===== config.mk =====
export PLATFORM = sky130hd
export DESIGN_NAME = c_ram_sequencer
export DESIGN_NICKNAME = d
export VERILOG_FILES = /design/src/rtl/c_ram_sequencer_pkg.sv /design/src/rtl/c_ram_return_pipe.sv /design/src/rtl/c_ram_sequencer.sv
export SDC_FILE = /design/constraint.sdc
export NUM_CORES = 1
export LEC_CHECK = 0
export ABC_AREA = 1
export BUFFER_PORTS_ARGS = -buffer_cell sky130_fd_sc_hd__buf_4
export CAP_MARGIN = 0
export CORE_UTILIZATION = 30
export CTS_BUF_LIST = sky130_fd_sc_hd__clkbuf_8
export CTS_CLUSTER_DIAMETER = 40
export DETAILED_ROUTE_END_ITERATION = 8
export SYNTH_ARGS = -nofsm -noshare
export SYNTH_HDL_FRONTEND = slang
export SYNTH_SLANG_ARGS = --single-unit

===== constraint.sdc =====
create_clock -name clk -period 2.3 [get_ports clk]
set_input_delay 0.23 -clock clk [delete_from_list [all_inputs] [get_ports clk]]
set_output_delay 0.23 -clock clk [all_outputs]
set_load 0.03 [all_outputs]

===== src/rtl/c_ram_sequencer_pkg.sv =====
// Shared defaults, return-tag type and the controller's offset-address mapping
// for the ciphertext RAM sequencer.
package c_ram_sequencer_pkg;

    localparam int DATAWIDTH_DEF = 8;
    localparam int DATADEPTH_DEF = 16;
    localparam int ADDRW_DEF     = 21;
    localparam int RETURN_STAGES = 2;

    typedef struct packed {
        logic rd1;
        logic rd2;
    } ret_tag_t;

    // The controller subtracts 1 and maps 0 to depth-1, so we present p+1 wrapped.
    // depth is always a power of two, so the wrap is a mask.
    function automatic int unsigned offset_addr(input int unsigned p, input int unsigned depth);
        return (p + 1) & (depth - 1);
    endfunction

endpackage


===== src/rtl/c_ram_return_pipe.sv =====
// Tag shift register that marks which read port owns the RAM output
// RETURN_STAGES cycles after a grant.
module c_ram_return_pipe
    import c_ram_sequencer_pkg::*;
(
    input  logic     clk,
    input  logic     rst_n,
    input  ret_tag_t tag_in,
    output ret_tag_t tag_out
);

    generate
        for (genvar gi = 0; gi < RETURN_STAGES; gi++) begin : g_stage
            ret_tag_t stage_reg;
            if (gi == 0) begin : g_head
                always_ff @(posedge clk or negedge rst_n) begin
                    if (!rst_n) stage_reg <= '0;
                    else        stage_reg <= tag_in;
                end
            end else begin : g_body
                always_ff @(posedge clk or negedge rst_n) begin
                    if (!rst_n) stage_reg <= '0;
                    else        stage_reg <= g_stage[gi-1].stage_reg;
                end
            end
        end
    endgenerate

    assign tag_out = g_stage[RETURN_STAGES-1].stage_reg;

endmodule


===== src/rtl/c_ram_sequencer.sv =====
// Initiator for the ciphertext RAM controller: stream writes, FIFO drain on
// read port 1, random-access peek on read port 2, with fill-level tracking.
module c_ram_sequencer
    import c_ram_sequencer_pkg::*;
#(
    parameter int DATAWIDTH = DATAWIDTH_DEF,
    parameter int DATADEPTH = DATADEPTH_DEF,
    parameter int ADDRW     = ADDRW_DEF,
    parameter int PTRW      = $clog2(DATADEPTH)
) (
    input  logic                 clk,
    input  logic                 rst_n,
    input  logic                 in_valid,
    input  logic [DATAWIDTH-1:0] in_data,
    output logic                 in_ready,
    input  logic                 rd1_req,
    output logic                 rd1_grant,
    output logic                 rd1_valid,
    output logic [DATAWIDTH-1:0] rd1_data,
    input  logic                 rd2_req,
    input  logic [PTRW:0]        rd2_addr,
    output logic                 rd2_grant,
    output logic                 rd2_err,
    output logic                 rd2_valid,
    output logic [DATAWIDTH-1:0] rd2_data,
    output logic                 write_ram,
    output logic                 read_ram_1,
    output logic                 read_ram_2,
    output logic [ADDRW-1:0]     write_address,
    output logic [ADDRW-1:0]     read_address_1,
    output logic [ADDRW-1:0]     read_address_2,
    output logic [DATAWIDTH-1:0] ram_din,
    input  logic [DATAWIDTH-1:0] ram_dout,
    output logic [PTRW:0]        count,
    output logic                 full,
    output logic                 empty
);

    localparam logic [PTRW:0] DEPTH_CNT = (PTRW+1)'(DATADEPTH);

    logic [PTRW-1:0]      wr_ptr_reg;
    logic [PTRW-1:0]      rd_ptr_reg;
    logic [PTRW:0]        count_reg;
    logic [DATAWIDTH-1:0] ram_din_reg;
    logic [DATAWIDTH-1:0] rd1_hold_reg;
    logic [DATAWIDTH-1:0] rd2_hold_reg;
    logic                 write_fire;
    logic                 rd2_in_range;
    ret_tag_t             issue_tag;
    ret_tag_t             return_tag;

    assign full  = (count_reg == DEPTH_CNT);
    assign empty = (count_reg == '0);

    // Everything is gated by rst_n so no strobe escapes while reset is held.
    assign in_ready     = rst_n && !full;
    assign write_fire   = in_valid && in_ready;
    assign rd2_in_range = (rd2_addr < DEPTH_CNT);
    assign rd1_grant    = rst_n && rd1_req && !empty && !write_fire;
    assign rd2_grant    = rst_n && rd2_req && rd2_in_range && !write_fire && !rd1_grant;
    assign rd2_err      = rst_n && rd2_req && !rd2_in_range;

    assign write_ram  = write_fire;
    assign read_ram_1 = rd1_grant;
    assign read_ram_2 = rd2_grant;

    assign write_address  = ADDRW'(offset_addr(32'(wr_ptr_reg), unsigned'(DATADEPTH)));
    assign read_address_1 = ADDRW'(offset_addr(32'(rd_ptr_reg), unsigned'(DATADEPTH)));
    assign read_address_2 = ADDRW'(rd2_addr);

    assign ram_din = ram_din_reg;
    assign count   = count_reg;

    always_ff @(posedge clk or negedge rst_n) begin
        if (!rst_n) begin
            wr_ptr_reg  <= '0;
            rd_ptr_reg  <= '0;
            count_reg   <= '0;
            ram_din_reg <= '0;
        end else begin
            if (write_fire) begin
                wr_ptr_reg  <= wr_ptr_reg + PTRW'(1);
                ram_din_reg <= in_data;
            end
            if (rd1_grant) rd_ptr_reg <= rd_ptr_reg + PTRW'(1);
            // Write outranks read1, so at most one of these fires per cycle.
            case ({write_fire, rd1_grant})
                2'b10:   count_reg <= count_reg + (PTRW+1)'(1);
                2'b01:   count_reg <= count_reg - (PTRW+1)'(1);
                default: count_reg <= count_reg;
            endcase
        end
    end

    assign issue_tag.rd1 = rd1_grant;
    assign issue_tag.rd2 = rd2_grant;

    c_ram_return_pipe u_return_pipe (
        .clk     (clk),
        .rst_n   (rst_n),
        .tag_in  (issue_tag),
        .tag_out (return_tag)
    );

    always_ff @(posedge clk or negedge rst_n) begin
        if (!rst_n) begin
            rd1_hold_reg <= '0;
            rd2_hold_reg <= '0;
        end else begin
            if (return_tag.rd1) rd1_hold_reg <= ram_dout;
            if (return_tag.rd2) rd2_hold_reg <= ram_dout;
        end
    end

    assign rd1_valid = return_tag.rd1;
    assign rd2_valid = return_tag.rd2;
    assign rd1_data  = return_tag.rd1 ? ram_dout : rd1_hold_reg;
    assign rd2_data  = return_tag.rd2 ? ram_dout : rd2_hold_reg;

endmodule


==> metrics.md <==
| Metric | Value |
|---|---|
| Status | completed |
| # clock sinks | 41 |
| Top cell type's share of synthesized area | 45.1% |
| Met1 GRT Util | between 10 and 15% |
| # IOs | between 100 and 150 |
| First-pass GRT wire length | between 6 and 7 mm |
| Routing usage on met3 | 3.60% |
| Gate power share | between 50% and 60% |
| Top Usage Layer GRT | met2 |
| Non-Filler Instances | between 400 and 500 |
| Largest family of logic cells by synthesized area | buffers and inverters |
| Root cell of the clock tree | clkbuf_8 |
| Area of the core | 0.00729 mm^2 |
| Largest net degree at the start of global routing | 43 |
| Port bufs | 70 |
| Die X | a little under 90 um |
| Clock Latency Late Sink | 290 ps |
| Placer Congestion | around 0.79 |
| Sequential Area | around 0.0010 mm^2 |
| FF-to-FF path depth | 15 |
| Max clock buf depth | 2 |
| M2 GR Usage | a little under a fifth |
| Average size of a mapped cell | approximately 9.5 um^2 |
| CTS tree | built |
| WS Path Type | flop to primary output |
| Via-per-instance ratio | between 3 and 4 |
| Synth Area in Compound Gates | ~1.5% |
| Starting Density | a little under a third |
| Worst IR drop on VDD | between 0.5 and 0.6 mV |
| Final Hold Vio Count | 0 |
| Critical path buffer and inverter count | 2 |
| Max H-tree Level | 2 |
| Max Cap Viol | 0 |
| Total power | 3610 uW |
| Die area | 0.00793 mm^2 |
| Setup TNS | 0 ps |
| Clock share of power | around 16% |
| Post-Syn Instances | 240 |
| Yosys cell types | 22 |
| R2R Path Start | count[0]$_DFFE_PN0P_ |
| Top post-synthesis cells by area | dfrtp_1, buf_4, nand2_1 |
| Simple-gate share of the synthesized area | between 10% and 20% |
| Hold/Removal Path Class | input port to asynchronous set/reset pin |
| Power per cell area | approximately 1300 mW/mm^2 |
| Required time of the worst setup path | slightly above 2000 ps |
| WL/cell | ~11 um |
| FF-to-FF End | count[4]$_DFFE_PN0P_ |
| Diode count | 0 |
| Most common cell after layout, fill and taps aside | buf_4 |
| Layout cells sized above 1 | 38.4% |
| Dpl hpwl | approximately 3.4 mm |
| Post-route DRC violation count | 0 |
| Final Setup Violations | 0 |
| Seq pwr share | a little under a third |
| Yosys reg bits | 41 |
| Area grow syn2layout | 24.1% |
| Vias in the first global route | between 1k and 1.5k |
| Post-Route WL | around 4.4 mm |
| Commonest non-fill, non-tap cells in the layout | buf_4, nand2_1, conb_1 |
| # placed instances | 400 |
| Crit-path max FO | 15 |
| Grt ovf | 0 |
| Startpoint class of the critical path | flop |
| Clk_skew | around 8.0 ps |
| Antenna viol nets, final | 0 |
| Filler cells | 763 |
| Fraction of power spent switching nets | ~46% |
| Hold_ws | roughly 110 ps |
| R2R Setup Slk | 170 ps |
| Peak Freq | 465 MHz |
| Die H | ~89 um |
| Slew headroom | 65.2% |
| CP delay by family, top | simple AND/OR/NAND/NOR gates |
| Nets@finish | ~340 |
| Crit-path max cell delay | around 440 ps |
| Post-synthesis adder-cell area fraction | under 10% |
| Post-Syn Area | 0.00227 mm^2 |
| Final slew viol count | 0 |
| Largest area contributor in the netlist | dfrtp_1 |
| P_int | 1970 uW |
| Core Util, Final | 38.7% |
| RSZ-0062 raised after global routing | false |
| Antenna violations before repair | 0 |
| Worst Setup End Kind | primary output |
| Drt pass-1 iters | 4 |
| Multi-input gate area | a little over 900 um^2 |
| Num rows | 31 |
| Sequential area share after synthesis | 45.1% |
| Worst EP arrival | 1920 ps |
| Vias | roughly 1.6k |
| Mux contribution to synthesized area | roughly 7.9% |
| XOR/XNOR share of the synthesized area | under 10% |
| Final Cycle Share | between 90% and 100% |
| Ordered cell list for the critical path | nor2_2, nand3_2, nand3_4, buf_4, nand2_2, nor3_4, buf_4 |
| Most Frequent Cell on Critical Path | buf_4 |
| CP max stage cell | dfrtp_2 |
| Final Critical Period | approximately 2100 ps |
| P_sw | around 1600 uW |
| TritonCTS Buffers | 5 |
| GRT Overall Usage | between 10% and 20% |
| Slew @ Worst Pin | around 520 ps |
| Leakage | roughly 0.0016 uW |
| Worst-path clk slew | ~80 ps |
| DR iter-0 viols | 48 |
| Synth Warn # | 0 |
## cell type report
class | instances | area share [%]
Tap cell | 99 | 4.39
Clock inverter | 3 | 1.51
Multi-Input combinational cell | 165 | 32.6
Clock buffer | 5 | 2.44
Inverter | 22 | 2.93
Sequential cell | 41 | 36.5
Timing Repair Buffer | 74 | 19.7
## routing by layer
| metal | part of all wire (%) | up-vias |
|---|---|---|
| met1 | 44 | 745 |
| li1 | - | 769 |
| met3 | 7.3 | 7 |
| met2 | 47 | 72 |
| met4 | 1.3 | 0 |
| met5 | 0 | - |
## what timing repair did
| action | 4_1_cts | 5_1_grt |
|---|---|---|
| endpoints found under the setup margin | 2 | 3 |
| hold buffers | 0 | 0 |
| buffers inserted | 0 | 1 |
| resized for setup | 2 | 2 |
| hold endpoints to repair | 0 | 0 |
## worst max-delay path by stage
stage / slack [ps] / to / startpoint / cells past startpoint
after detailed placement: 160 / count[4]$_DFFE_PN0P_ / count[1]$_DFFE_PN0P_ / 15
after global routing: 0.8 / count[4]$_DFFE_PN0P_ / count[0]$_DFFE_PN0P_ / 15
after floorplan: 130 / count[4]$_DFFE_PN0P_ / count[1]$_DFFE_PN0P_ / 14
after global placement: 270 / count[4]$_DFFE_PN0P_ / count[1]$_DFFE_PN0P_ / 15
after CTS: 80 / read_ram_2 / count[1]$_DFFE_PN0P_ / 7
final: 150 / read_ram_2 / count[1]$_DFFE_PN0P_ / 7
## worst register-to-register path: stages, from the launching register on
cell     delay (ps)
dfrtp_2         450
nor2_2          150
nand3_1         120
nand2_2         110
inv_2            70
nand2_4         130
inv_2           100
ha_1            330
inv_1            90
nor2_1           50
nor2_1          110
o21ai_1          80
nand2_1          80
nand2_1          50
nand2_1          50
nand2_1          40
## power groups by stage
stage	sequential [uW]	combinational (uW)	clock, uW
finish	1110	1930	566
detailed placement	1130	1930	0
CTS	1120	1940	595
global placement	1120	1920	0
floorplan	1250	1260	0
global route	1150	2100	620
## cell families (layout without fill, tap and decap cells)
family,after synthesis,in the layout
AOI/OAI and AO/OA,7,7
xor gates and xnor gates,8,8
adders and majority gates,4,4
buffers and inverters,83,104
DFF,41,41
muxes,16,16
other,1,50
and+or+nand+nor,80,80
## synthesized netlist by cell type
master and instances:
ha_1 4, buf_4 57, nor2_2 2, o21ai_0 3
o21ai_1 4, buf_2 1, clkbuf_1 2, nor2_1 3
mux2_2 16, dfrtp_1 41, nand3_1 9, nand3_2 4
conb_1 1, nand2_1 54, xor2_1 8, inv_2 5
inv_1 17, buf_1 1, nand2_4 2, nor3_1 1
nand2_2 4, nand3_4 1
## through the flow
step	area, um^2	setup slack [ps]
6_report	2820	151
5_1_grt	2820	0.838
4_1_cts	2810	83.9
3_5_place_dp	2690	161
3_3_place_gp	2690	275
2_1_floorplan	2460	133
(Power assumes the default switching activity.)
